`src/rtl/alu_operand_loader.sv`:
```
`default_nettype none
// ============================================================================
// Module   : alu_operand_loader
// Purpose  : Front end of the ALU board demo. Synchronizes three push-buttons
//            (A, B, OP), optionally debounces them, and on each clean press
//            captures the switch bus into operand A, operand B or the
//            operation code. When all three registers hold user data, every
//            further load raises a one-cycle valid strobe for the ALU.
// Config   : `LOADER_DEBOUNCE_EN defined   -> per-button debounce counters
//            `LOADER_DEBOUNCE_EN undefined -> edge detect on synchronizer
//                                             output, DB_CYCLES ignored
// Ports    : clk          system clock, rising edge
//            i_rst_n      asynchronous active-low reset
//            i_sw         switch bus (NB_DATA), sampled unsynchronized
//            i_btn_a      load operand A (async, active-high)
//            i_btn_b      load operand B (async, active-high)
//            i_btn_op     load operation code (async, active-high)
//            o_datoA      registered operand A (signed)
//            o_datoB      registered operand B (signed)
//            o_operation  registered operation code (NB_OP)
//            o_loaded     sticky load flags {op, b, a}
//            o_valid      one-cycle strobe on a load once armed
// Revision : 1.0 - initial release
// ============================================================================
module alu_operand_loader #(
    parameter int NB_DATA   = 8,
    parameter int NB_OP     = 6,
    parameter int DB_CYCLES = 1000
) (
    input  logic                      clk,
    input  logic                      i_rst_n,
    input  logic [NB_DATA-1:0]        i_sw,
    input  logic                      i_btn_a,
    input  logic                      i_btn_b,
    input  logic                      i_btn_op,
    output logic signed [NB_DATA-1:0] o_datoA,
    output logic signed [NB_DATA-1:0] o_datoB,
    output logic [NB_OP-1:0]          o_operation,
    output logic [2:0]                o_loaded,
    output logic                      o_valid
);

    localparam int c_NB_BTN = 3;

    // Bit order everywhere: [0]=A, [1]=B, [2]=OP (matches o_loaded).
    logic [c_NB_BTN-1:0] w_btn_raw;
    logic [c_NB_BTN-1:0] r_sync1;
    logic [c_NB_BTN-1:0] r_sync2;
    logic [c_NB_BTN-1:0] w_level;
    logic [c_NB_BTN-1:0] r_level_hist;
    logic [c_NB_BTN-1:0] w_load;
    logic [2:0]          w_loaded_next;

    assign w_btn_raw = {i_btn_op, i_btn_b, i_btn_a};

    // Illegal parameter combinations show up as this block in the hierarchy.
    if (DB_CYCLES < 1 || NB_OP > NB_DATA) begin : g_cfg_invalid
    end

    // Two-stage synchronizer for the asynchronous buttons.
    always_ff @(posedge clk or negedge i_rst_n) begin
        if (!i_rst_n) begin
            r_sync1 <= '0;
            r_sync2 <= '0;
        end else begin
            r_sync1 <= w_btn_raw;
            r_sync2 <= r_sync1;
        end
    end

    for (genvar gi = 0; gi < c_NB_BTN; gi++) begin : g_btn
`ifdef LOADER_DEBOUNCE_EN
        localparam int c_CNT_W = $clog2(DB_CYCLES + 1);
        // The flip happens on the edge that would bring the count to
        // DB_CYCLES, so the counter only ever holds 0..DB_CYCLES-1 and the
        // level changes after exactly DB_CYCLES differing samples.
        localparam logic [c_CNT_W-1:0] c_CNT_LAST = c_CNT_W'(DB_CYCLES - 1);

        logic [c_CNT_W-1:0] r_cnt;
        logic               r_level;

        always_ff @(posedge clk or negedge i_rst_n) begin
            if (!i_rst_n) begin
                r_cnt   <= '0;
                r_level <= 1'b0;
            end else if (r_sync2[gi] != r_level) begin
                if (r_cnt == c_CNT_LAST) begin
                    r_level <= ~r_level;
                    r_cnt   <= '0;
                end else begin
                    r_cnt <= r_cnt + 1'b1;
                end
            end else begin
                // Any sample matching the current level restarts the count,
                // so a bounce shorter than DB_CYCLES never flips the level.
                r_cnt <= '0;
            end
        end

        assign w_level[gi] = r_level;
`else
        assign w_level[gi] = r_sync2[gi];
`endif
    end

    // Rising edge of the (debounced) level is the load strobe.
    assign w_load        = w_level & ~r_level_hist;
    assign w_loaded_next = o_loaded | w_load;

    always_ff @(posedge clk or negedge i_rst_n) begin
        if (!i_rst_n) begin
            r_level_hist <= '0;
            o_datoA      <= '0;
            o_datoB      <= '0;
            o_operation  <= '0;
            o_loaded     <= '0;
            o_valid      <= 1'b0;
        end else begin
            r_level_hist <= w_level;
            // Simultaneous strobes all take the same switch sample.
            if (w_load[0]) begin
                o_datoA <= i_sw;
            end
            if (w_load[1]) begin
                o_datoB <= i_sw;
            end
            if (w_load[2]) begin
                o_operation <= i_sw[NB_OP-1:0];
            end
            o_loaded <= w_loaded_next;
            // Armed is judged on the post-load flags so the load that
            // completes the set already raises valid.
            o_valid  <= (|w_load) & (&w_loaded_next);
        end
    end

endmodule
`default_nettype wire

```
`config.mk`:
```
export PLATFORM = sky130hd
export DESIGN_NAME = alu_operand_loader
export DESIGN_NICKNAME = d
export VERILOG_FILES = /design/src/rtl/alu_operand_loader.sv
export SDC_FILE = /design/constraint.sdc
export NUM_CORES = 1
export LEC_CHECK = 0
export ABC_AREA = 1
export CELL_PAD_IN_SITES_DETAIL_PLACEMENT = 1
export CELL_PAD_IN_SITES_GLOBAL_PLACEMENT = 1
export CORE_UTILIZATION = 35
export DETAILED_ROUTE_END_ITERATION = 7
export PLACE_DENSITY_LB_ADDON = 0.3
export SLEW_MARGIN = 0
export SYNTH_ARGS = -nofsm -noshare
export SYNTH_HDL_FRONTEND = slang
export SYNTH_SLANG_ARGS = --single-unit
```
`constraint.sdc`:
```
create_clock -name clk -period 1.1 [get_ports clk]
set_input_delay 0.22 -clock clk [delete_from_list [all_inputs] [get_ports clk]]
set_output_delay 0.22 -clock clk [all_outputs]
set_load 0.02 [all_outputs]
```
==> results of run 1 <==
[through the flow]
step | worst slack (ns) | power (mW)
4_1_cts | 0.0334 | 3.23
6_report | 0.0419 | 3.17
3_3_place_gp | -0.0669 | 2.13
2_1_floorplan | 0.254 | 1.81
3_5_place_dp | -0.0726 | 2.15
5_1_grt | 0.00613 | 3.34
[routing by layer]
metal / track usage, % / vias up / routed length [um]
met4: 9.59 / 0 / 43
met5: 0 / - / 0
met1: 18.1 / 426 / 1070
met3: 4.20 / 6 / 164
li1: - / 425 / -
met2: 23.5 / 29 / 1180
[final timing paths]
kind                            cells past startpoint                         end  slack, ns
worst max-delay path                                1                  o_datoB[4]       0.04
worst min-delay path                                2  o_operation[0]$_DFFE_PN0P_       0.31
worst max register to register                      4           o_valid$_DFF_PN0_       0.12
worst min register to register                      0        r_sync2[0]$_DFF_PN0_       0.35
max in group asynchronous                           2      o_datoA[7]$_DFFE_PN0P_       0.61
min in group clk                                    0        r_sync2[0]$_DFF_PN0_       0.35
[power groups by stage]
stage	combinational (mW)	sequential (mW)	clock [mW]
2_1_floorplan	0.180	1.63	0
3_3_place_gp	0.637	1.49	0
3_5_place_dp	0.648	1.50	0
4_1_cts	0.548	1.47	1.20
5_1_grt	0.588	1.49	1.26
6_report	0.537	1.47	1.17
[state kept, by name (all words and copies together), names as in the netlist]
name,count
r_sync2,3
o_operation,6
o_datoB,8
o_loaded,3
o_valid,1
o_datoA,8
r_sync1,3
r_level_hist,3
[worst reg2reg max path: stages, from the launching register on]
cell     delay, ns
dfrtp_1       0.41
nand2_4       0.24
inv_1         0.07
nor2_1        0.11
nor2_1        0.05
[logic make-up (layout without fill, tap and decap cells)]
family                 count (synthesis)  in the layout  synth area share, %
flip-flops                            35             35                 67.5
AND/OR/NAND/NOR                       32             32                 11.9
AO/OA/AOI/OAI                         22             22                 13.1
buffers and inverters                 18             66                 7.52
[cell type report]
cell class              count  area (um^2)
multi-input cells          54          329
clock buffers               6         82.6
clock inverters             2         35.0
well taps                  46         57.6
fillers                   387         1710
inverters                  15         56.3
flip-flops and latches     35          876
repair buffers             43          300
[what timing repair did]
item                                    CTS  global route
endpoints found under the setup margin   26             1
hold endpoints to repair                  0             0
resized for setup                       104             1
cloned                                    0             0
[Yosys cell counts]
cell type / instances
buf_6: 1
buf_8: 2
clkinv_1: 1
dfrtp_1: 35
inv_1: 12
inv_2: 2
nand2_1: 20
nand2_2: 7
nand2_4: 2
nand3_1: 1
nor2_1: 2
o21ai_1: 6
o21ai_2: 16
==> results.md, run 1 <==
- Status: complete, no violations
- Die area: 3950 um^2
- DP HPWL: 1690 um
- Achievable Freq: approximately 0.95 GHz
- Psw: between 800 and 900 uW
- Slew headroom: 81.9%
- Top-level I/O count: 39
- Overflow after GRT: 0
- Fin crit share: a little over nine tenths
- Critical path fanouts, max: 2
- Synth Warn #: 0
- Seq/Total Area, Yosys: roughly two thirds
- Crit start category: flip-flop
- Total CTS buffers: 5
- Share of the synthesized area in the top cell type: 67.5%
- Combinational Power Share: between 10% and 20%
- Clk_lat worst skew: around 0.28 ns
- Peak supply drop: approximately 840 uV
- DR pass1 iterations: 2
- Tot GR Track Use: roughly 15%
- Post-Layout Cell Count: around 200
- Pins over their slew limit: 0
- Clock Tree Buf Depth: 2
- Most frequent cells in the layout: dfrtp_1, buf_2, nand2_1
- H-tree depth: 2
- CTS tree: built
- Clk pwr share: between 30% and 40%
- Utilization after layout: roughly 50%
- Buf+Inv Stages, Crit Path: 1
- Share of cells above drive strength 1: between 40 and 50%
- Most common cell after layout, fill and taps aside: dfrtp_1
- Critical path capture point type: output pin
- Cell taking the most area after synthesis: dfrtp_1
- Min Tclk post-route: 1.06 ns
- Reg2reg start: r_sync2[0]$_DFF_PN0_
- Worst clock skew: between 0.004 and 0.005 ns
- Detailed-route via count: 886
- Post-Place Cells: 193
- Cell family with most CP delay: flip-flops
- Placed inst area: approximately 1700 um^2
- Crit path arrival time: 0.84 ns
- Design Area, Final: ~1700 um^2
- Die X: around 63 um
- Port Buffer Count: 38
- Worst EP required: between 0.8 and 0.9 ns
- WHS: a little over 0.3 ns
- Final nets: around 170
- Vias in the first global route: between 900 and 1k
- Max-cap viol count: 0
- Global-route wire length before repair: 4490 um
- Detail Route Antenna Nets: 0
- CP cell instances: buf_2
- Post-route DRC: 0
- CP startpoint: o_datoB[4]$_DFFE_PN0P_
- Leakage: a little under 0.9 nW
- Area Growth Syn to Fin: 33.8%
- Fin Setup TNS: 0 ns
- Synth unique cells: 13
- Mapped Cells: between 100 and 150
- FP Rows: 21
- Synth Net Count: 120
- Slew of the pin with the lowest slew margin: around 0.27 ns
- Hold Crit Class: in2async
- Final hold vios: 0
- CP max stage cell: dfrtp_1
- Vias per cell: about 4.4
- Netlist Area Pre-Place: roughly 1300 um^2
- Sw Share: between 20 and 30%
- Starting Density: a little under two fifths
- Clock root cell: clkbuf_8
- RSZ-0062 raised after global routing: false
- DR iter-0 viols: 25
- Chip Height: 62.9 um
- TritonCTS Sinks: 35
- Flop pwr share: approximately 46%
- Power per standard cell area: roughly 1800 nW/um^2
- Worst path max stage delay: between 0.3 and 0.4 ns
- Hold_buf cts: 0
- Antenna violations before repair: 0
- Synth area leaders: dfrtp_1, o21ai_2, nand2_1
- Final setup vio count: 0
- Crit Path Class: reg2out
- Worst-path clk slew: 0.07 ns
- WL/cell: around 12 um
- Post-CTS Setup Inserts: 0
- Largest net degree at the start of global routing: 36
- Total routed wirelength: 2450 um
- Syn_area_per_cell: 12.1 um^2
- RePlAce Congestion: around 0.70
- Total core area: approximately 3400 um^2
- Synthesized flop and latch total: 35
- P_int: 2.35 mW
- Antenna cells: 0
No activity file was read; power rests on OpenSTA's default activity.
==> inputs of run 2 (changes only) <==
--- a/config.mk
+++ b/config.mk
@@ -6,6 +6,7 @@
 export NUM_CORES = 1
 export LEC_CHECK = 0
 export ABC_AREA = 1
+export ABC_CLOCK_PERIOD_IN_PS = 1100
 export CELL_PAD_IN_SITES_DETAIL_PLACEMENT = 1
 export CELL_PAD_IN_SITES_GLOBAL_PLACEMENT = 1
 export CORE_UTILIZATION = 35
==> results of run 2 <==
No change in the layout: final DEF, timing and power equal those of run 1.
